<file path="config.mk">
export PLATFORM = sky130hd
export DESIGN_NAME = bullet_controller
export DESIGN_NICKNAME = d
export VERILOG_FILES = /design/src/rtl/game_pkg.sv /design/src/rtl/frame_tick.sv /design/src/rtl/bullet_controller.sv
export SDC_FILE = /design/constraint.sdc
export NUM_CORES = 1
export LEC_CHECK = 0
export ABC_CLOCK_PERIOD_IN_PS = 3900
export BUFFER_PORTS_ARGS = -buffer_cell sky130_fd_sc_hd__buf_2
export CELL_PAD_IN_SITES_DETAIL_PLACEMENT = 0
export CELL_PAD_IN_SITES_GLOBAL_PLACEMENT = 2
export CORE_MARGIN = 8
export CORE_UTILIZATION = 34
export DETAILED_ROUTE_END_ITERATION = 8
export GPL_TIMING_DRIVEN = 0
export PLACE_DENSITY = 0.86
export SYNTH_ARGS = -nofsm -noshare
export SYNTH_HDL_FRONTEND = slang
export SYNTH_SLANG_ARGS = --single-unit
</file>
<file path="constraint.sdc">
create_clock -name Clk -period 3.9 [get_ports Clk]
set_input_delay 0.195 -clock Clk [delete_from_list [all_inputs] [get_ports Clk]]
set_output_delay 0.195 -clock Clk [all_outputs]
set_load 0.01 [all_outputs]
</file>
<file path="src/rtl/game_pkg.sv">
// Shared game types and constants: facing directions, bullet FSM states, sprite/arena geometry.
// Pure declarations; no logic, no latency.
package game_pkg;

  typedef enum logic [1:0] {
    DIR_UP    = 2'd0,
    DIR_DOWN  = 2'd1,
    DIR_LEFT  = 2'd2,
    DIR_RIGHT = 2'd3
  } dir_t;

  typedef enum logic [1:0] {
    ST_IDLE     = 2'd0,
    ST_LAUNCH   = 2'd1,
    ST_FLYING   = 2'd2,
    ST_COOLDOWN = 2'd3
  } bullet_state_t;

  localparam int unsigned COORD_W     = 10;
  localparam int unsigned COORD_MAX   = 1023;
  localparam int unsigned SPRITE_HALF = 15;
  localparam int unsigned BULLET_SIZE = 4;

  localparam int unsigned ARENA_X_MIN = 32;
  localparam int unsigned ARENA_X_MAX = 607;
  localparam int unsigned ARENA_Y_MIN = 64;
  localparam int unsigned ARENA_Y_MAX = 447;

  // Bullet spawns at the shooter sprite centre; 10-bit sum wraps like the coordinate bus.
  function automatic logic [COORD_W-1:0] launch_coord(input logic [COORD_W-1:0] c);
    return c + COORD_W'(SPRITE_HALF);
  endfunction

endpackage

</file>
<file path="src/rtl/frame_tick.sv">
// Two-flop synchronizer plus rising-edge detector; rise pulses for one clk, 2 cycles after the input edge.
// No backpressure; a level already high when reset releases never produces a pulse.
module frame_tick (
  input  logic clk,
  input  logic rst_n,
  input  logic async_in,
  output logic rise
);

  logic [1:0] sync_q, sync_d;
  logic       prev_q, prev_d;
  logic [1:0] fill_q, fill_d;

  always_comb begin
    sync_d = {sync_q[0], async_in};
    prev_d = sync_q[1];
    fill_d = (fill_q == 2'd3) ? fill_q : fill_q + 2'd1;
  end

  always_ff @(posedge clk or negedge rst_n) begin
    if (!rst_n) begin
      sync_q <= '0;
      prev_q <= 1'b0;
      fill_q <= '0;
    end else begin
      sync_q <= sync_d;
      prev_q <= prev_d;
      fill_q <= fill_d;
    end
  end

  // Edges are only trusted once both the synchronizer and prev hold real post-reset samples.
  assign rise = sync_q[1] & ~prev_q & (fill_q == 2'd3);

endmodule

</file>
<file path="src/rtl/bullet_controller.sv">
// Single-bullet launch/flight/cooldown controller; fire edge reaches LAUNCH one cycle after detection, outputs registered.
// No backpressure; shots outside IDLE are dropped. Define BULLET_COOLDOWN_EN to enable the COOLDOWN state.
module bullet_controller
  import game_pkg::*;
#(
  parameter int BULLET_SPEED    = 4,
  parameter int COOLDOWN_FRAMES = 8
) (
  input  logic       Clk,
  input  logic       Reset_n,
  input  logic       frame_clk,
  input  logic       fire,
  input  logic [1:0] dir,
  input  logic [9:0] ShooterX,
  input  logic [9:0] ShooterY,
  input  logic       remove_bullet,
  output logic [9:0] BulletX,
  output logic [9:0] BulletY,
  output logic       bullet_status,
  output logic       is_shot
);

  localparam logic [10:0] SPEED = 11'(BULLET_SPEED);
  localparam logic [10:0] LIMIT = 11'(COORD_MAX);

`ifdef BULLET_COOLDOWN_EN
  localparam bullet_state_t KILL_ST = ST_COOLDOWN;
  localparam int CNT_W = (COOLDOWN_FRAMES > 0) ? $clog2(COOLDOWN_FRAMES + 1) : 1;
  logic [CNT_W-1:0] cnt_q, cnt_d;
`else
  localparam bullet_state_t KILL_ST = ST_IDLE;
`endif

  logic tick, shot_req;

  frame_tick u_frame_tick (
    .clk      (Clk),
    .rst_n    (Reset_n),
    .async_in (frame_clk),
    .rise     (tick)
  );

  frame_tick u_fire_edge (
    .clk      (Clk),
    .rst_n    (Reset_n),
    .async_in (fire),
    .rise     (shot_req)
  );

  bullet_state_t state_q, state_d;
  dir_t          dir_q, dir_d;
  logic [9:0]    bullet_x_q, bullet_x_d;
  logic [9:0]    bullet_y_q, bullet_y_d;
  logic          bullet_status_q, bullet_status_d;
  logic          is_shot_q, is_shot_d;

  logic [10:0] cur_x, cur_y, step_x, step_y;
  logic        step_ok;
  logic        alive_d;

  assign cur_x = {1'b0, bullet_x_q};
  assign cur_y = {1'b0, bullet_y_q};

  // One step along the latched axis; step_ok drops when it would leave 0..1023.
  always_comb begin
    step_x  = cur_x;
    step_y  = cur_y;
    step_ok = 1'b1;
    case (dir_q)
      DIR_UP: begin
        step_ok = (cur_y >= SPEED);
        step_y  = cur_y - SPEED;
      end
      DIR_DOWN: begin
        step_y  = cur_y + SPEED;
        step_ok = ((cur_y + SPEED) <= LIMIT);
      end
      DIR_LEFT: begin
        step_ok = (cur_x >= SPEED);
        step_x  = cur_x - SPEED;
      end
      DIR_RIGHT: begin
        step_x  = cur_x + SPEED;
        step_ok = ((cur_x + SPEED) <= LIMIT);
      end
      default: step_ok = 1'b0;
    endcase
  end

  always_comb begin
    state_d    = state_q;
    dir_d      = dir_q;
    bullet_x_d = bullet_x_q;
    bullet_y_d = bullet_y_q;
`ifdef BULLET_COOLDOWN_EN
    cnt_d      = cnt_q;
`endif

    case (state_q)
      ST_IDLE: begin
        if (shot_req) begin
          state_d    = ST_LAUNCH;
          dir_d      = dir_t'(dir);
          bullet_x_d = launch_coord(ShooterX);
          bullet_y_d = launch_coord(ShooterY);
        end
      end
      ST_LAUNCH: begin
        state_d = remove_bullet ? KILL_ST : ST_FLYING;
      end
      ST_FLYING: begin
        // Removal takes priority so a killed bullet never takes a final step.
        if (remove_bullet) begin
          state_d = KILL_ST;
        end else if (tick) begin
          if (step_ok) begin
            bullet_x_d = step_x[9:0];
            bullet_y_d = step_y[9:0];
          end else begin
            state_d = KILL_ST;
          end
        end
      end
`ifdef BULLET_COOLDOWN_EN
      ST_COOLDOWN: begin
        if (cnt_q == '0) begin
          state_d = ST_IDLE;
        end else if (tick) begin
          cnt_d = cnt_q - CNT_W'(1);
          if (cnt_q == CNT_W'(1)) state_d = ST_IDLE;
        end
      end
`endif
      default: state_d = ST_IDLE;
    endcase

`ifdef BULLET_COOLDOWN_EN
    if (state_d == ST_COOLDOWN && state_q != ST_COOLDOWN) cnt_d = CNT_W'(COOLDOWN_FRAMES);
`endif

    alive_d = (state_d == ST_LAUNCH) || (state_d == ST_FLYING);
    if (!alive_d) begin
      bullet_x_d = '0;
      bullet_y_d = '0;
    end
    bullet_status_d = alive_d;
    is_shot_d       = (state_d == ST_LAUNCH);
  end

  always_ff @(posedge Clk or negedge Reset_n) begin
    if (!Reset_n) begin
      state_q         <= ST_IDLE;
      dir_q           <= DIR_UP;
      bullet_x_q      <= '0;
      bullet_y_q      <= '0;
      bullet_status_q <= 1'b0;
      is_shot_q       <= 1'b0;
`ifdef BULLET_COOLDOWN_EN
      cnt_q           <= '0;
`endif
    end else begin
      state_q         <= state_d;
      dir_q           <= dir_d;
      bullet_x_q      <= bullet_x_d;
      bullet_y_q      <= bullet_y_d;
      bullet_status_q <= bullet_status_d;
      is_shot_q       <= is_shot_d;
`ifdef BULLET_COOLDOWN_EN
      cnt_q           <= cnt_d;
`endif
    end
  end

  assign BulletX       = bullet_x_q;
  assign BulletY       = bullet_y_q;
  assign bullet_status = bullet_status_q;
  assign is_shot       = is_shot_q;

endmodule

</file>
==> flow_summary.yaml, run 1 <==
logic_synthesis:
  synth_ff_type: "dfrtp_1"
  yosysSeqAreaShare: 0.3432
  netlist_top_cells_area: "dfrtp_1 (34%), ha_1 (6.2%), xnor2_1 (4.0%), nand2_1 (3.7%), and3_1 (2.4%)"
  synth_warnings: 0
  yosysMostFrequentCell: "dfrtp_1"
  synth_edf_count: 0
  ys_ff_latch: 36
  syn_nets: 327
  synth-async-reset-ratio: 1.000
  syn-cell-area_mm2: 0.002625
  syn_avg_cell_area_um2: 9.146
  yosys.area.top_type: "dfrtp_1"
  netlist.area_leader.share: 0.3432
  synthCells: 287
  ys_top_cells_by_count: "dfrtp_1 (36), nand2_1 (26), nor2_1 (15)"
  yosysUniqueCellTypes: 59
worst_setup_path:
  cp-start-kind: "flip-flop"
  max_stage_delay_ps: 410
  slowest_stage: "nor4_2"
  cp-end-kind: "flip-flop"
  worst-path-buf-inv: 4
  path_class: "flip-flop to flip-flop"
  cpMostUsedCell: "ha_1"
  rrSetupSlack_ps: 270
  worstPathRequired_ps: 4110
  critPathArrivalTime_ps: 3850
  cp_max_fo: 10
  crit_chain: "clkbuf_2 > inv_1 > ha_1 > and4_1 > o211ai_1 > and3_1 > nor4_2 > o22a_1 > ha_1 > a31oi_4 > buf_4 > clkbuf_1 > o311ai_0 > o21ai_1"
  crit_family: "buffers and inverters"
global_route:
  antenna_found_initial: 0
  grt_pass1_wl_um: 13030
  grt_max_degree: 37
  grtUsageTotal: 0.1461
  overflow: 0
  grt_pass1_vias: 2505
routing:
  firstDrtPassIters: 4
  wl_per_cell_um: 17.84
  vias_per_cell: 5.558
  initialDrtViolationCount: 157
  drc_errors: 0
  ant_nets: 0
  vias: 2512
  wirelength_um: 8065
worst_hold_path:
  hp-class: "primary input to async pin"
pwr:
  ir_worst_vdd_mv: 0.2451
  p_per_area_mw_per_mm2: 623.6
  p_leak_nw: 1.375
cts:
  cts_buffer_depth: 2
  cts_inserted_buffers: 5
  htreeDepth: 2
  insertion_delay_ps: 290
  cts_tree: "built"
  root_buffer: "clkbuf_8"
  path_clk_slew_ps: 90
  cts.sinks: 36
sta:
  finalCritPeriodShare: 0.9314
  min_period_ps: 3632
  slew_violations: 0
  final-setup-viol-count: 0
  timing.slew.headroom: 0.4272
  fin_ws_ps: 267.7
  max_freq_mhz: 275.3
  tightest_slew_ps: 859.2
  skew_ps: 13.44
  hold_viol: 0
cells_and_area:
  fin_util: 0.4179
  nFillCells: 812
  syn_to_final_growth_pct: 21.12
  regArea_um2: 900.9
  multi_input_comb_area_mm2: 0.001637
  antennaDiodeCount: 0
  layout-drive-gt1-share: 0.2371
  fin_nets: 389
floorplanning:
  start_util: 0.3451
  fp-row-count: 32
  core_area_mm2: 0.007607
  io_pins: 49
  die_y_um: 103.9
  die_w_um: 103.9
  die_area_mm2: 0.01079
placed_design:
  dpl_worst_slack_ps: -342.2
  gp_congestion: 0.8447
  dp_hpwl_um: 6030
  port_buffers: 48
status:
  status: "finished, final reports clean"
run:
  maxCapViolCount: 0
==> worst reg2reg max path: stages (launching register included) <==
cell      delay (ps)
dfrtp_1          390
clkbuf_2         250
inv_1            100
ha_1             310
and4_1           180
o211ai_1          70
and3_1           250
nor4_2           410
o22a_1           240
ha_1             280
a31oi_4          190
buf_4            140
clkbuf_1         390
o311ai_0         240
o21ai_1          120
==> through the flow <==
step	total power, mW	std cells	hold slack (ps)	TNS (ps)	instance area [um^2]
floorplan	1.272	287	-100.6	0	2625
global route	2.130	452	70.50	-117.4	3179
CTS	1.912	445	0.9473	0	3098
detailed placement	1.620	437	306.3	-3640	2993
finish	1.983	452	12.88	0	3179
global placement	1.626	437	304.5	-4476	2993
==> state kept, by name, indices dropped and copies added, names as in the netlist <==
signal,count
bullet_status,1
BulletY,10
is_shot,1
u_fire_edge.sync_q,2
dir_q,2
BulletX,10
u_frame_tick.sync_q,2
u_fire_edge.fill_q,2
u_fire_edge.prev_q,1
u_frame_tick.prev_q,1
state_q,2
u_frame_tick.fill_q,2
==> logic make-up after synthesis <==
group / after synthesis / synth area share
simple gates: 99 / 0.2107
compound gates: 90 / 0.2655
flops: 36 / 0.3432
buf+inv: 29 / 0.04575
xor+xnor: 16 / 0.05625
fa+ha+maj: 13 / 0.06197
mux: 4 / 0.01668
==> layout make-up <==
class	instances	share of cell area
buffer	17	0.02440
inverter	12	0.01417
clock buffer	5	0.02165
multi-input combinational	222	0.5148
sequential	36	0.2834
timing repair buffer	55	0.09484
clock inverter	3	0.006690
tap	102	0.04014
==> cell usage in the layout (no fill, tap or decap), types with 3 or more instances in the layout <==
cell	Yosys	final
nand2_1	26	26
nor4b_1	3	3
buf_2	5	52
a211oi_1	5	5
nand3_1	5	5
o311ai_1	4	4
o21ai_0	11	11
a31oi_1	7	6
or4_1	4	4
inv_1	12	12
clkbuf_8	0	5
xnor2_1	12	12
nor3_1	7	7
nor2b_1	4	4
nor3b_1	3	3
mux2_2	3	3
and4_1	3	3
o21ai_1	8	8
o31ai_1	4	4
and3_1	10	10
o22ai_1	4	4
o41a_1	4	4
o211ai_1	5	5
o311ai_0	6	6
ha_1	13	13
dfrtp_1	36	36
buf_4	1	6
o32a_1	3	3
nand4_1	6	6
a41oi_1	3	3
a21oi_1	11	11
xor2_1	3	3
clkbuf_1	9	9
nor2_1	15	15
==> power by group <==
| group | internal [mW] | leakage, nW | switching [mW] |
|---|---|---|---|
| combinational | 0.443 | 0.878 | 0.696 |
| sequential | 0.453 | 0.453 | 0.111 |
| clock | 0.127 | 0.0445 | 0.152 |
| total | 1.02 | 1.38 | 0.959 |
==> per-layer routing <==
layer / share of wire / vias to the layer above / GRT usage
li1: - / 1223 / -
met4: 0.016 / 0 / 0.03930
met5: 0 / - / 0
met3: 0.053 / 10 / 0.03098
met1: 0.46 / 1215 / 0.1991
met2: 0.47 / 64 / 0.2278
==> path summary, 6_finish.rpt <==
| check | startpoint | endpoint | depth (start not counted) |
|---|---|---|---|
| max in group asynchronous | Reset_n | BulletX[5]$_DFFE_PN0P_ | 1 |
| worst max register to register | BulletX[2]$_DFFE_PN0P_ | BulletX[9]$_DFFE_PN0P_ | 14 |
| worst max-delay path | BulletX[2]$_DFFE_PN0P_ | BulletX[9]$_DFFE_PN0P_ | 14 |
| min in group Clk | ShooterX[0] | BulletX[0]$_DFFE_PN0P_ | 2 |
| worst min-delay path | Reset_n | BulletY[6]$_DFFE_PN0P_ | 1 |
| worst min register to register | u_fire_edge.sync_q[0]$_DFF_PN0_ | u_fire_edge.sync_q[1]$_DFF_PN0_ | 0 |
==> timing repair <==
| item | 4_1_cts | 5_1_grt |
|---|---|---|
| buffers inserted | 0 | 4 |
| hold endpoints to repair | 0 | 2 |
| setup endpoints to repair | 15 | 14 |
| hold buffers | 0 | 2 |
| cloned | 0 | 1 |
| resized for setup | 2 | 4 |
(Power assumes the default switching activity.)
==> run 2: changes to the inputs <==
SYNTH_HIERARCHICAL = 1   (was default)
==> flow_summary.yaml, run 2 <==
placed_design:
  dp_hpwl_um: 5708
  gp_congestion: 0.8261
  port_buffers: 48
  dp_cells: 443
cells_and_area:
  syn_to_final_growth_pct: 23.62
  layout-drive-gt1-share: 0.3017
  nFillCells: 776
  antennaDiodeCount: 0
  final_cell_mix: "buf_2 (53), dfrtp_1 (32), nor2_1 (25)"
  instances_no_fill: 460
  mostFrequentLayoutCell: "buf_2"
  fin_nets: 397
cts:
  insertion_delay_ps: 300
  cts_buffer_depth: 2
  path_clk_slew_ps: 80
  root_buffer: "clkbuf_8"
  htreeDepth: 2
  cts_tree: "built"
  cts_inserted_buffers: 5
  cts.sinks: 36
routing:
  vias: 2448
  initialDrtViolationCount: 141
  drc_errors: 0
  firstDrtPassIters: 4
  ant_nets: 0
  wirelength_um: 7595
  vias_per_cell: 5.322
  wl_per_cell_um: 16.51
sta:
  timing.slew.headroom: 0.4405
  whs_ps: -5.850
  hold_viol: 7
  slew_violations: 0
  rsz0062_at_grt: "false"
  skew_ps: 5.765
  max_freq_mhz: 268.8
  final-setup-viol-count: 0
  finalCritPeriodShare: 0.9541
  min_period_ps: 3721
  tightest_slew_ps: 839.3
global_route:
  grt_max_degree: 37
  grtUsageTotal: 0.1375
  antenna_found_initial: 0
  grt_pass1_wl_um: 12510
  overflow: 0
  grt_pass1_vias: 2451
worst_setup_path:
  cpMostUsedCell: "a211o_1"
  max_stage_delay_ps: 410
  timing.rr.start: "BulletX[4]$_DFFE_PN0P_"
  critPathArrivalTime_ps: 3920
  cp_max_fo: 9
  path_class: "flip-flop to flip-flop"
  worst-path-buf-inv: 1
  crit_chain: "buf_2 > nand3_1 > o21a_1 > o21ai_2 > a2bb2oi_2 > o211a_1 > a211o_1 > ha_4 > a311o_2 > nor4b_4 > nand2_2 > a211o_1 > o32ai_2"
  cp-end-kind: "flip-flop"
  slowest_stage: "a211o_1"
  cp-start-kind: "flip-flop"
  worstPathRequired_ps: 4100
  crit_family: "compound AO/OA/AOI/OAI gates"
  critPathLaunch: "BulletX[4]$_DFFE_PN0P_"
logic_synthesis:
  syn-cell-area_mm2: 0.002680
  synth_ff_type: "dfrtp_1"
  netlist_top_cells_area: "dfrtp_1 (34%), xnor2_1 (6.2%), ha_1 (6.1%), nor2_1 (3.5%), a21oi_1 (3.2%)"
  synthCells: 293
  yosysMostFrequentCell: "dfrtp_1"
  synth-async-reset-ratio: 1.000
  yosys.area.top_type: "dfrtp_1"
  synth_edf_count: 0
  synth_warnings: 6
  ys_top_cells_by_count: "dfrtp_1 (36), nor2_1 (25), xnor2_1 (19)"
  netlist.area_leader.share: 0.3361
  syn_avg_cell_area_um2: 9.147
  yosysUniqueCellTypes: 65
  ys_ff_latch: 36
  syn_nets: 333
  yosysSeqAreaShare: 0.3361
pwr:
  switching_power_mw: 0.5796
  p_comb_frac: 0.451
  p_sw_frac: 0.3919
  p_leak_nw: 1.425
  finalPower_mw: 1.479
  p_int_mw: 0.8995
  ir_worst_vdd_mv: 0.1588
  pwr-share-seq: 0.318
  clockPowerShare: 0.231
  p_per_area_mw_per_mm2: 446.4
status:
  violations: "negative hold slack"
  status: "finished with violations"
floorplanning:
  fp-row-count: 32
  core_area_mm2: 0.007687
  die_area_mm2: 0.01098
  io_pins: 49
  die_y_um: 104.8
  die_w_um: 104.8
  start_util: 0.3486
run:
  maxCapViolCount: 0
worst_hold_path:
  hp-class: "primary input to async pin"
-- run 2: changes by cell type in the layout (fill, tap and decap cells not counted), moves of 5 or more --
cell	change
a21oi_1	+5
and3_1	-10
xnor2_1	+7
o21ai_1	-7
o311ai_0	-6
nor2_1	+10
nand2_1	-10
-- run 2: per-layer routing --
layer / up-vias / share of wire / GRT usage
met1: 1174 / 0.49 / 0.1899
met2: 63 / 0.46 / 0.2176
li1: 1206 / - / -
met5: - / 0 / 0
met3: 5 / 0.042 / 0.01720
met4: 0 / 0.011 / 0.04281
-- run 2: kinds of logic after synthesis --
family                     synth area share
and+or+nand+nor                      0.2115
adders and majority gates           0.06069
buffers and inverters               0.05602
xor gates and xnor gates            0.08497
DFF                                  0.3361
muxes                               0.03081
AOI/OAI and AO/OA                    0.2199
-- run 2: power by group through the flow --
| stage | registers, mW | clock network [mW] | logic (mW) |
|---|---|---|---|
| after floorplan | 0.481 | 0 | 0.434 |
| after global placement | 0.480 | 0 | 0.611 |
| after detailed placement | 0.479 | 0 | 0.608 |
| after CTS | 0.471 | 0.345 | 0.638 |
| after global routing | 0.477 | 0.360 | 0.731 |
| final | 0.470 | 0.342 | 0.668 |
-- run 2: through the flow --
step	cell area (um^2)	worst slack, ps	util	setup TNS, ps	hold slack (ps)
after global placement	3048	-369.6	0.3965	-3235	303.3
after floorplan	2680	227.4	-	0	-100.6
after detailed placement	3048	-382.5	0.3965	-3357	306.3
after CTS	3228	14.74	0.4199	0	34.65
final	3313	179.1	0.4310	0	-5.850
after global routing	3313	9.591	0.4310	0	81.33
-- run 2: repair_timing --
item / 4_1_cts / 5_1_grt
cloned: 0 / 1
pin swaps: 2 / 5
setup endpoints to repair: 16 / 14
gates resized for setup: 11 / 11
hold buffers: 2 / 0
hold endpoints to repair: 2 / 0
buffers inserted: 1 / 6
-- run 2: final timing paths --
kind / cells past startpoint / end / slack (ps)
setup / recovery: 13 / BulletX[8]$_DFFE_PN0P_ / 180
hold / removal: 1 / BulletY[7]$_DFFE_PN0P_ / -6
setup reg to reg: 13 / BulletX[8]$_DFFE_PN0P_ / 180
hold reg to reg: 0 / u_fire_edge/sync_q[1]$_DFF_PN0_ / 360
max in group asynchronous: 1 / BulletX[3]$_DFFE_PN0P_ / 3320
min in group Clk: 2 / state_q[1]$_DFF_PN0_ / 90
-- run 2: cell type report --
class / instances / area (um^2) / area share
Inverter: 17 / 63.81 / 0.01926
Tap cell: 102 / 127.6 / 0.03852
Sequential cell: 36 / 905.9 / 0.2734
Timing Repair Buffer: 58 / 320.3 / 0.09668
Clock inverter: 3 / 42.54 / 0.01284
Clock buffer: 5 / 68.82 / 0.02077
Buffer: 15 / 82.58 / 0.02492
Multi-Input combinational cell: 224 / 1702 / 0.5136
-- run 2: worst register-to-register path, cell delays in order (launching register included) --
cell and delay [ps]:
dfrtp_1 340, buf_2 180, nand3_1 220, o21a_1 260
o21ai_2 270, a2bb2oi_2 90, o211a_1 240, a211o_1 300
ha_4 350, a311o_2 190, nor4b_4 300, nand2_2 190
a211o_1 410, o32ai_2 290
